--- src/rtl/countdown_timer.sv ---
// -----------------------------------------------------------------------------
// countdown_timer
//
// Loadable down-counter with run/pause control, a one-cycle terminal-count
// strobe and optional auto-reload. Used as a programmable interval or timeout
// generator.
//
// Ports:
//   clk          clock, all state changes on the rising edge
//   rst          asynchronous, active-high reset
//   load_i       capture load_val_i into the reload register and the count
//   load_val_i   value to load (WIDTH bits, unsigned)
//   start_i      begin counting from IDLE, or resume from PAUSED
//   pause_i      freeze the countdown while running
//   reload_en_i  at terminal count, reload from the reload register instead
//                of stopping
//   count_o      current counter value (registered)
//   busy_o       high while running or paused (decoded from the state register)
//   done_o       one-cycle pulse at terminal count (registered)
//
// Per-edge priority is load > pause > start.
// -----------------------------------------------------------------------------
module countdown_timer #(
    parameter int WIDTH = 4
) (
    input  logic             clk,
    input  logic             rst,
    input  logic             load_i,
    input  logic [WIDTH-1:0] load_val_i,
    input  logic             start_i,
    input  logic             pause_i,
    input  logic             reload_en_i,
    output logic [WIDTH-1:0] count_o,
    output logic             busy_o,
    output logic             done_o
);

    typedef enum logic [1:0] {
        IDLE   = 2'd0,
        RUN    = 2'd1,
        PAUSED = 2'd2
    } state_t;

    localparam logic [WIDTH-1:0] ZERO = '0;
    localparam logic [WIDTH-1:0] ONE  = WIDTH'(1);

    state_t           state_q;
    logic [WIDTH-1:0] count_q;
    logic [WIDTH-1:0] reload_q;
    logic             done_q;

    always_ff @(posedge clk or posedge rst) begin
        if (rst) begin
            state_q  <= IDLE;
            count_q  <= ZERO;
            reload_q <= ZERO;
            done_q   <= 1'b0;
        end else begin
            done_q <= 1'b0;
            if (load_i) begin
                // Load aborts any countdown silently; start/pause are ignored.
                reload_q <= load_val_i;
                count_q  <= load_val_i;
                state_q  <= IDLE;
            end else begin
                case (state_q)
                    IDLE: begin
                        // A zero count has nothing to time, so start is ignored.
                        if (start_i && (count_q != ZERO)) begin
                            state_q <= RUN;
                        end
                    end
                    RUN: begin
                        if (pause_i) begin
                            state_q <= PAUSED;
                        end else if (count_q == ZERO) begin
                            // Not reachable in normal operation; recover quietly.
                            state_q <= IDLE;
                        end else if (count_q == ONE) begin
                            // Terminal count handled explicitly so the
                            // decrement below can never underflow.
                            done_q <= 1'b1;
                            if (reload_en_i) begin
                                count_q <= reload_q;
                            end else begin
                                count_q <= ZERO;
                                state_q <= IDLE;
                            end
                        end else begin
                            count_q <= count_q - ONE;
                        end
                    end
                    PAUSED: begin
                        if (start_i && !pause_i) begin
                            state_q <= RUN;
                        end
                    end
                    default: begin
                        state_q <= IDLE;
                    end
                endcase
            end
        end
    end

    assign count_o = count_q;
    assign busy_o  = (state_q == RUN) || (state_q == PAUSED);
    assign done_o  = done_q;

endmodule
--- config.mk ---
export PLATFORM = sky130hd
export DESIGN_NAME = countdown_timer
export DESIGN_NICKNAME = d
export VERILOG_FILES = /design/src/rtl/countdown_timer.sv
export SDC_FILE = /design/constraint.sdc
export NUM_CORES = 1
export LEC_CHECK = 0
export CAP_MARGIN = 5
export CORE_UTILIZATION = 52
export DETAILED_ROUTE_END_ITERATION = 8
export PLACE_DENSITY = 0.82
export SYNTH_ARGS = -nofsm -noshare
export SYNTH_HDL_FRONTEND = slang
export SYNTH_SLANG_ARGS = --single-unit
--- constraint.sdc ---
create_clock -name clk -period 4.9 [get_ports clk]
set_clock_uncertainty 0.2 [all_clocks]
set_input_delay 0.49 -clock clk [delete_from_list [all_inputs] [get_ports clk]]
set_output_delay 0.49 -clock clk [all_outputs]
set_load 0.02 [all_outputs]
# Word-level counts from Yosys, hierarchy flattened
# Cells that the tools add are included.
# Widths: inputs -> output; s select.
# totals
register_bits,11
latch_bits,0
ramBits,0
rom_bits,0
in_bits,10
out_inout_bits,6
wordCells,43
n_memories,0
# classes
n_addsub,1
n_mul,0
div_mod_pow,0
n_lt_le_gt_ge,0
n_eq_ne,9
n_shift,0
n_mux,19
bitwise_logic,0
reduce_logical,10
# op_table
operator,count
$mux 4,6
$mux 2,7
$ne 5x5->1 const B,2
$ne 3x3->1 const B,2
$pmux 2 s3,1
$mux 1,5
$eq 4x1->1 const B,1
$logic_not 4->1,1
$ne 2x2->1 const B,2
$reduce_and 4->1,1
$reduce_bool 4->1,1
$sub 4x1->4 const B,1
$reduce_and 3->1,1
$eq 2x1->1 const B,1
$eq 2x2->1 const B,1
$logic_and 1x1->1,2
$logic_not 2->1,1
$reduce_bool 2->1,1
$logic_not 1->1,1
$logic_or 1x1->1,1

# Longest topological paths before layout
# Gate-level depths: netlist of run 1.
# depth
ltp_word,6
mapped_depth,6
mapped_depth_nobuf,6

# Worst setup path before layout of run 1
# Ideal clock, no wire load.
# synth_path
path_type,reg2reg
start,reg count_q[0] (netlist: count_o[0])
end,reg state_q[0]
arrival_ns,1.777
required_ns,4.572
path_slack_ns,2.796
stages_incl_launch_ff,7
synth_period_minus_slack_ns,2.104
path_cell_list,dfrtp_1 -> inv_1 -> ha_1 -> nor3b_2 -> a221o_1 -> a21oi_2 -> mux2_1
# synth_between
elab_chain_cells,5
# synth_rtl
item,line_no,text
from (decl),48,logic [WIDTH-1:0] count_q;
from (signal assigned),63,count_q <= load_val_i;
from (signal assigned),84,count_q <= reload_q;
from (signal assigned),90,count_q <= count_q - ONE;
$logic_not 4->1,76,end else if (count_q == ZERO) begin
$mux 2,76,
$mux 2,74,if (pause_i) begin
$pmux 2 s3,66,case (state_q)
$mux 2,60,if (load_i) begin
to (signal assigned),64,state_q <= IDLE;
to (signal assigned),75,state_q <= PAUSED;
to (signal assigned),78,state_q <= IDLE;
to (decl),47,state_t state_q;
# Several ways; a longest one is shown, not always the timed one.
# A chain may end at the register's enable or synchronous reset.

# Final worst setup path of run 1
# layout_path
start,reg state_q[0]
end,out busy_o
# layout_between
elab_chain_cells,2
# layout_rtl
item,line_no,text
from (signal assigned),54,state_q <= IDLE;
from (signal assigned),64,
from (signal assigned),70,state_q <= RUN;
$eq 2x1->1 / $eq 2x2->1 (equally long branches),107,assign busy_o = (state_q == RUN) || (state_q == PAUSED);
$logic_or 1x1->1 (*),107,
to (decl),34,"output logic busy_o,"
# Mark *: on every way between the ends. The rest lies on a longest branch, timed or not.

==> results of run 1 <==
==> cells in the final DEF, fill, tap and decap left out <==
master	synthesis	routed
a21oi_1	1	1
a21oi_2	1	1
a221o_1	1	1
a311oi_1	2	2
a31o_1	1	1
and2b_1	1	1
and3_1	2	2
clkbuf_1	2	1
clkbuf_4	0	3
clkdlybuf4s50_1	0	15
dfrtp_1	11	11
ha_1	7	7
inv_1	10	10
mux2_1	1	1
mux2i_1	3	3
nand2_1	5	5
nand2b_1	3	3
nand4_1	1	1
nand4bb_1	1	1
nor2_1	9	9
nor2b_1	1	1
nor3_1	1	1
nor3b_2	2	2
nor3b_4	1	1
o21ai_1	5	5
o31ai_1	3	3
or3b_1	1	1
==> state kept, by name, indices dropped and copies added, names as in the netlist <==
signal    cells
done_o        1
reload_q      4
count_o       4
state_q       2
==> routing by layer <==
layer	routed length, um	global-route usage, %
met3	83	5.202
met2	701	34.17
met1	631	31.18
met5	0	0
met4	35	15.52
==> worst reg2reg max path: stages, from the launching register on <==
cell,delay [ns]
dfrtp_1,0.44
inv_1,0.10
ha_1,0.20
nor3b_2,0.18
a221o_1,0.38
a21oi_2,0.16
mux2_1,0.33
==> area by class of cell <==
| type | count | area, um2 |
|---|---|---|
| inverter | 10 | 37.54 |
| tap | 15 | 18.77 |
| sequential | 11 | 275.3 |
| fill | 103 | 394.1 |
| multi-input combinational | 53 | 399.1 |
| timing repair buffer | 15 | 150.1 |
| clock buffer | 4 | 26.28 |
==> power by group <==
group          total (mW)  internal (mW)  switching [mW]
registers           0.124          0.105          0.0191
logic               0.150         0.0742          0.0756
clock network      0.0650         0.0316          0.0334
==> cell families (layout without fill, tap and decap cells) <==
family	count (synthesis)	after routing
adder cells (fa/ha/maj)	7	7
AND/OR/NAND/NOR	28	28
AO/OA/AOI/OAI	14	14
flip-flops	11	11
buffers and inverters	12	29
multiplexers	4	4
==> path summary, 6_finish.rpt <==
check,slack [ns],end,depth (start not counted)
setup / recovery,2.55,busy_o,3
hold / removal,0.30,count_o[0],2
setup reg to reg,2.81,state_q[0],6
hold reg to reg,0.32,reload_q[2],2
max in group asynchronous,3.91,reload_q[3],2
min in group clk,0.32,reload_q[2],2
==> through the flow <==
stage               hold slack (ns)  setup WS (ns)  power, mW  std cells
floorplan                    0.1424          2.796     0.2248         76
global placement             0.3030          2.664     0.2693        104
detailed placement           0.3117          2.612     0.2762        104
CTS                          0.3088          2.534     0.3421        108
global route                 0.3470          2.480     0.3605        108
finish                       0.3012          2.549     0.3391        108
==> flow_summary.ini, run 1 <==
[cells_and_area]
final_nets = 111
antenna_cells = 0
fin_area_um2 = 907.1
fin_util_pct = 69.71
synthToLayoutAreaGrowth_pct = 26.09
drive_gt1_share_pct = 7.527

[synthesis]
ys_top_cells_by_count = dfrtp_1, inv_1, nor2_1
syn_area_per_cell_um2 = 9.466
synth_most_common_cell = dfrtp_1
yosysWarningCount = 0
syn_inst = 76
ys_types = 25
synth_top_family_by_area = simple AND/OR/NAND/NOR gates
synthSimpleGateAreaFrac_pct = 24.00
synthesis.nets = 93
synthMuxAreaShare_pct = 5.739
synth_area_leader_cell = dfrtp_1
yosys-top-cells-area = dfrtp_1, ha_1, inv_1, nor2_1, mux2i_1
synth-seq-area-share_pct = 38.26
synth_edf_count = 0
ys_ff_latch = 11
syn_area_um2 = 719.4
synth_compound_area_share_pct = 13.57
yosysTopAreaCellShare_pct = 38.26
synth_fa_ha_area_share_pct = 12.17
synthFlopType = dfrtp_1
synthXorXnorAreaFrac_pct = 0
async_flop_share_pct = 100.0

[route]
vias_per_cell = 5.704
avgRoutedWirePerCell_um = 13.44
wirelength_um = 1451
antenna_left = 0
vias = 616
drc = 0
firstDrtPassIters = 5
drtIter0Drc = 18

[floorplanning]
die_height_um = 39.20
core_area_mm2 = 0.001301
io_pins = 16
rows = 13
dieArea_mm2 = 0.001536
initial_core_util_pct = 55.29
die_w_um = 39.20

[global_routing]
grt_pass1_wl_um = 2318
grt_usage_pct = 23.67
grt_pass1_vias = 524
grt-ovfl-total = 0
grt_max_degree = 18
antenna_found_initial = 0

[clocking]
numCtsBuffers = 3
path_clk_slew_ns = 0.07
post_cts_hold_buffer_count = 0
cts.repair.resized = 0
post_cts_buffers = 0
cts_max_level = 1
cts.sinks = 11
root_buffer = clkbuf_4
clock_latency_ns = 0.28
cts_buffer_depth = 2
cts_tree = yes

[setup_path]
cp-end-kind = output port
crit_chain = inv_1, ha_1, clkdlybuf4s50_1
critPathMaxFanout = 4
r2r-start = count_o[0]
critPathTopFamily = buffers and inverters
cpMaxStageDelayCell = clkdlybuf4s50_1
startpoint = state_q[0]
worst-path-buf-inv = 2
worst_setup_path_start_kind = register
critPathArrivalTime_ns = 1.66
crit_required_ns = 4.21
crit_type = reg2out
cpPeakStageDelay_ns = 0.59

[power]
peakVddDrop_v = 0.0002568
p_per_area_mw_per_mm2 = 373.8
p_leak_nw = 0.4120

[placed_design]
gp_congestion = 0.7311
hpwl_um = 1126
port_buffers = 15
placed_area_um2 = 880.8

[timing]
post-route-min-period_ns = 2.351
rsz0062_at_grt = false
fin_crit_sh_pct = 47.98
finalSetupViolCount = 0
worstMarginPinSlew_ns = 0.5230
fin_setup_tns_ns = 0
fmax_mhz = 425.4
hold_violations = 0
report.final.slew_viol_count = 0
slew_headroom_pct = 65.02

[worst_hold_path]
min_path_type = in2async

[run]
drv_cap = 0

[outcome]
status = finished, final reports clean
No activity file was read; power rests on OpenSTA's default activity.
==> run 2, diff against run 1 <==
Settings changed: CORE_UTILIZATION 52 to 48, PLACE_DENSITY 0.82 to 0.77.
Clock period 4.9 ns to 2.39 ns, I/O delays scaled along.
==> flow_summary.ini, run 2 (synthesized netlist as in run 1, its figures left out) <==
[setup_path]
worst-path-buf-inv = 1
critPathMaxFanout = 6
worst_setup_path_start_kind = register
cpPeakStageDelay_ns = 0.44
cpMaxStageDelayCell = dfrtp_1
crit_type = reg2reg
crit_chain = inv_1, ha_1, nor3b_2, a221o_1, a21oi_2, mux2_1
critPathArrivalTime_ns = 2.04
cp-end-kind = register
critPathTopFamily = compound AO/OA/AOI/OAI gates
crit_required_ns = 2.35

[route]
drc = 0
drtIter0Drc = 9
vias_per_cell = 5.385
wl_met3_um = 74
antenna_left = 0
highest_layer = met4
wirelength_um = 1438
firstDrtPassIters = 4
vias = 587
avgRoutedWirePerCell_um = 13.19
dr_wl_met2_um = 694
met1_length_um = 653

[power]
p_per_area_mw_per_mm2 = 757.2
peakVddDrop_v = 0.0004064
p_leak_nw = 0.4195
total_power_uw = 693.5

[cells_and_area]
final_cells = 109
synthToLayoutAreaGrowth_pct = 27.30
drive_gt1_share_pct = 9.574
final_nets = 112
antenna_cells = 0
fin_util_pct = 67.84
multi_input_area_um2 = 399.1
nFillCells = 111
final_common_cell = clkdlybuf4s50_1
final_cell_mix = clkdlybuf4s50_1, dfrtp_1, inv_1, nor2_1, ha_1
ff_latch_area_um2 = 275.3

[timing]
rsz0062_at_grt = false
finalSetupViolCount = 0
slew_headroom_pct = 71.20
fin_crit_sh_pct = 87.07
hold_violations = 0
post-route-min-period_ns = 2.081
worstMarginPinSlew_ns = 0.4315
fin_setup_tns_ns = 0
fmax_mhz = 480.6
report.final.slew_viol_count = 0

[clocking]
cts_max_level = 1
clock_latency_ns = 0.27
cts.sinks = 11
cts_tree = yes
numCtsBuffers = 3
root_buffer = clkbuf_4
post_cts_hold_buffer_count = 0
path_clk_slew_ns = 0.08
post_cts_buffers = 0
cts_buffer_depth = 2
cts.repair.resized = 0

[floorplanning]
dieArea_mm2 = 0.001658
io_pins = 16
rows = 13
die_height_um = 40.72
initial_core_util_pct = 53.29
core_area_mm2 = 0.001350
die_w_um = 40.72

[global_routing]
grt-ovfl-total = 0
grt_max_degree = 17
grt_usage_pct = 22.50
grt_pass1_wl_um = 2339
grt_pass1_vias = 518
antenna_found_initial = 0

[placed_design]
hpwl_um = 1133
port_buffers = 15
place_inst = 105
gp_congestion = 0.7229

[outcome]
status = finished, final reports clean

[worst_hold_path]
min_path_type = in2async

[run]
drv_cap = 0
-- run 2: changes by cell type in the layout (fill, tap and decap cells not counted) --
cell | before | now
buf_4 | 0 | 1
clkbuf_1 | 1 | 0
clkinv_2 | 0 | 1
-- run 2: power by group --
group	internal (mW)	total, mW	switching (mW)
sequential	0.216	0.253	0.0375
clock	0.0620	0.132	0.0698
combinational	0.154	0.309	0.154
-- run 2: routing by layer --
metal	track usage [%]	vias up
met1	30.24	273
met2	33.33	17
met5	0	-
met4	7.500	0
met3	8.152	2
li1	-	295
-- run 2: worst paths after layout --
kind,from,end,slack (ns),cells past startpoint
worst max-delay path,count_o[0],state_q[0],0.31,6
worst min-delay path,rst,reload_q[2],0.05,2
worst max register to register,count_o[0],state_q[0],0.31,6
worst min register to register,reload_q[3],reload_q[3],0.32,2
max in group asynchronous,rst,count_o[3],1.64,2
min in group clk,reload_q[3],reload_q[3],0.32,2
-- run 2: stage by stage --
stage	worst slack, ns	hold WS (ns)	area [um2]
CTS	0.3116	0.06036	915.9
global placement	0.3993	0.3048	888.4
floorplan	0.2859	-0.1086	719.4
detailed placement	0.3181	0.3084	888.4
finish	0.3091	0.05252	915.9
global route	0.2308	0.1051	915.9
-- run 2: worst register-to-register path, stage by stage (launching register included) --
cell and delay, ns:
dfrtp_1 0.44, inv_1 0.10, ha_1 0.19, nor3b_2 0.18, a221o_1 0.37, a21oi_2 0.16
mux2_1 0.33
-- run 2: layout make-up --
cell class	count	share of cell area, %
tap	15	2.049
clock buffer	3	2.459
inverter	10	4.098
timing repair buffer	16	17.21
sequential	11	30.05
clock inverter	1	0.5464
multi-input combinational	53	43.58
==> run 3, diff against run 2 <==
Settings changed: CAP_MARGIN 5 to 0.
Clock period 2.39 ns to 2.2 ns, I/O delays scaled along.
==> flow_summary.ini, run 3 (synthesized netlist as in run 1, its figures left out) <==
[clocking]
numCtsBuffers = 3
path_clk_slew_ns = 0.07
clock_latency_ns = 0.27
root_buffer = clkbuf_4
cts_max_level = 1
post_cts_buffers = 0
cts_buffer_depth = 2
cts_tree = yes
cts.sinks = 11

[timing]
report.final.slew_viol_count = 0
slew_headroom_pct = 71.63
hold_violations = 0
fmax_mhz = 482.3
layout_setup_ws_ns = 0.1268
fin_setup_tns_ns = 0
rsz0062_at_grt = false
fin_crit_sh_pct = 94.24
worstMarginPinSlew_ns = 0.4252
finalHoldWorstSlack_ns = 0.03538
finalSetupViolCount = 0
post-route-min-period_ns = 2.073

[setup_path]
cp-end-kind = output port
crit_required_ns = 1.78
crit_chain = inv_1, ha_1, clkdlybuf4s50_1
cpMaxStageDelayCell = clkdlybuf4s50_1
reg2reg_slack_ns = 0.17
crit_type = reg2out
critPathMaxFanout = 4
worst_setup_path_start_kind = register
reg2reg_depth = 6
critPathArrivalTime_ns = 1.65
cpPeakStageDelay_ns = 0.59

[route]
drc = 0
avgRoutedWirePerCell_um = 12.71
vias = 589
vias_per_cell = 5.306
wirelength_um = 1411
firstDrtPassIters = 4
drtIter0Drc = 10
antenna_left = 0

[cells_and_area]
fin_area_um2 = 932.1
drive_gt1_share_pct = 12.50
final_common_cell = clkdlybuf4s50_1
final_cells = 111
final_nets = 114
synthToLayoutAreaGrowth_pct = 29.57
final_cell_mix = clkdlybuf4s50_1, inv_1, dfrtp_1, nor2_1, ha_1
antenna_cells = 0

[placed_design]
port_buffers = 15
hpwl_um = 1109
placed_area_um2 = 903.4
gp_congestion = 0.7175
place_inst = 107
pre_cts_ws_ns = 0.1235

[floorplanning]
rows = 13
die_height_um = 40.72
initial_core_util_pct = 53.29
core_area_mm2 = 0.001350
dieArea_mm2 = 0.001658
io_pins = 16
die_w_um = 40.72

[global_routing]
grt_usage_pct = 22.48
antenna_found_initial = 0
grt-ovfl-total = 0
grt_pass1_wl_um = 2346
grt_max_degree = 17
grt_pass1_vias = 540

[power]
p_per_area_mw_per_mm2 = 818.5
peakVddDrop_v = 0.0006495
p_leak_nw = 0.4291

[outcome]
status = finished, final reports clean

[run]
drv_cap = 0

[worst_hold_path]
min_path_type = in2async
-- run 3: cell types whose count changed in the layout (fill, tap and decap cells not counted) --
cell	change
buf_4	+2
dfrtp_2	+1
dfrtp_1	-1
-- run 3: worst paths after layout --
| path | start | endpoint |
|---|---|---|
| max | state_q[0] | busy_o |
| max in group asynchronous | rst | count_o[0] |
| min reg2reg | reload_q[2] | reload_q[2] |
| min in group clk | load_val_i[1] | reload_q[1] |
| max reg2reg | count_o[1] | state_q[0] |
| min | rst | reload_q[2] |
-- run 3: final cells by class --
| type | count | area [um2] |
|---|---|---|
| Clock buffer | 3 | 22.52 |
| Clock inverter | 1 | 5.005 |
| Fill cell | 96 | 417.9 |
| Inverter | 10 | 37.54 |
| Multi-Input combinational cell | 53 | 399.1 |
| Sequential cell | 11 | 276.5 |
| Tap cell | 15 | 18.77 |
| Timing Repair Buffer | 18 | 172.7 |
-- run 3: critical path: cells and delay by family (launching register included) --
family / cells / cell delay [ns]
adder cells (fa/ha/maj): 1 / 0.28
buffers and inverters: 2 / 0.69
flip-flops: 1 / 0.41
-- run 3: repair_timing --
action	CTS	global route
hold buffers	0	0
setup endpoints to repair	0	1
resized for setup	0	1
-- run 3: routing by layer --
layer,global-route usage [%],share of wire (%)
met3,9.783,5.2
met5,0,0
met2,34.92,45
met4,2.500,0.64
met1,29.79,49
-- run 3: where the power goes --
part	switching, mW	total [mW]	internal, mW
logic	0.172	0.348	0.176
clock network	0.0711	0.138	0.0674
registers	0.0411	0.276	0.235
-- run 3: metrics by stage --
stage	utilization [%]	total power, mW
final	69.05	0.7630
after global routing	69.05	0.8277
after CTS	68.95	0.7701
after detailed placement	66.91	0.6296
after global placement	66.91	0.6162
after floorplan	-	0.5007
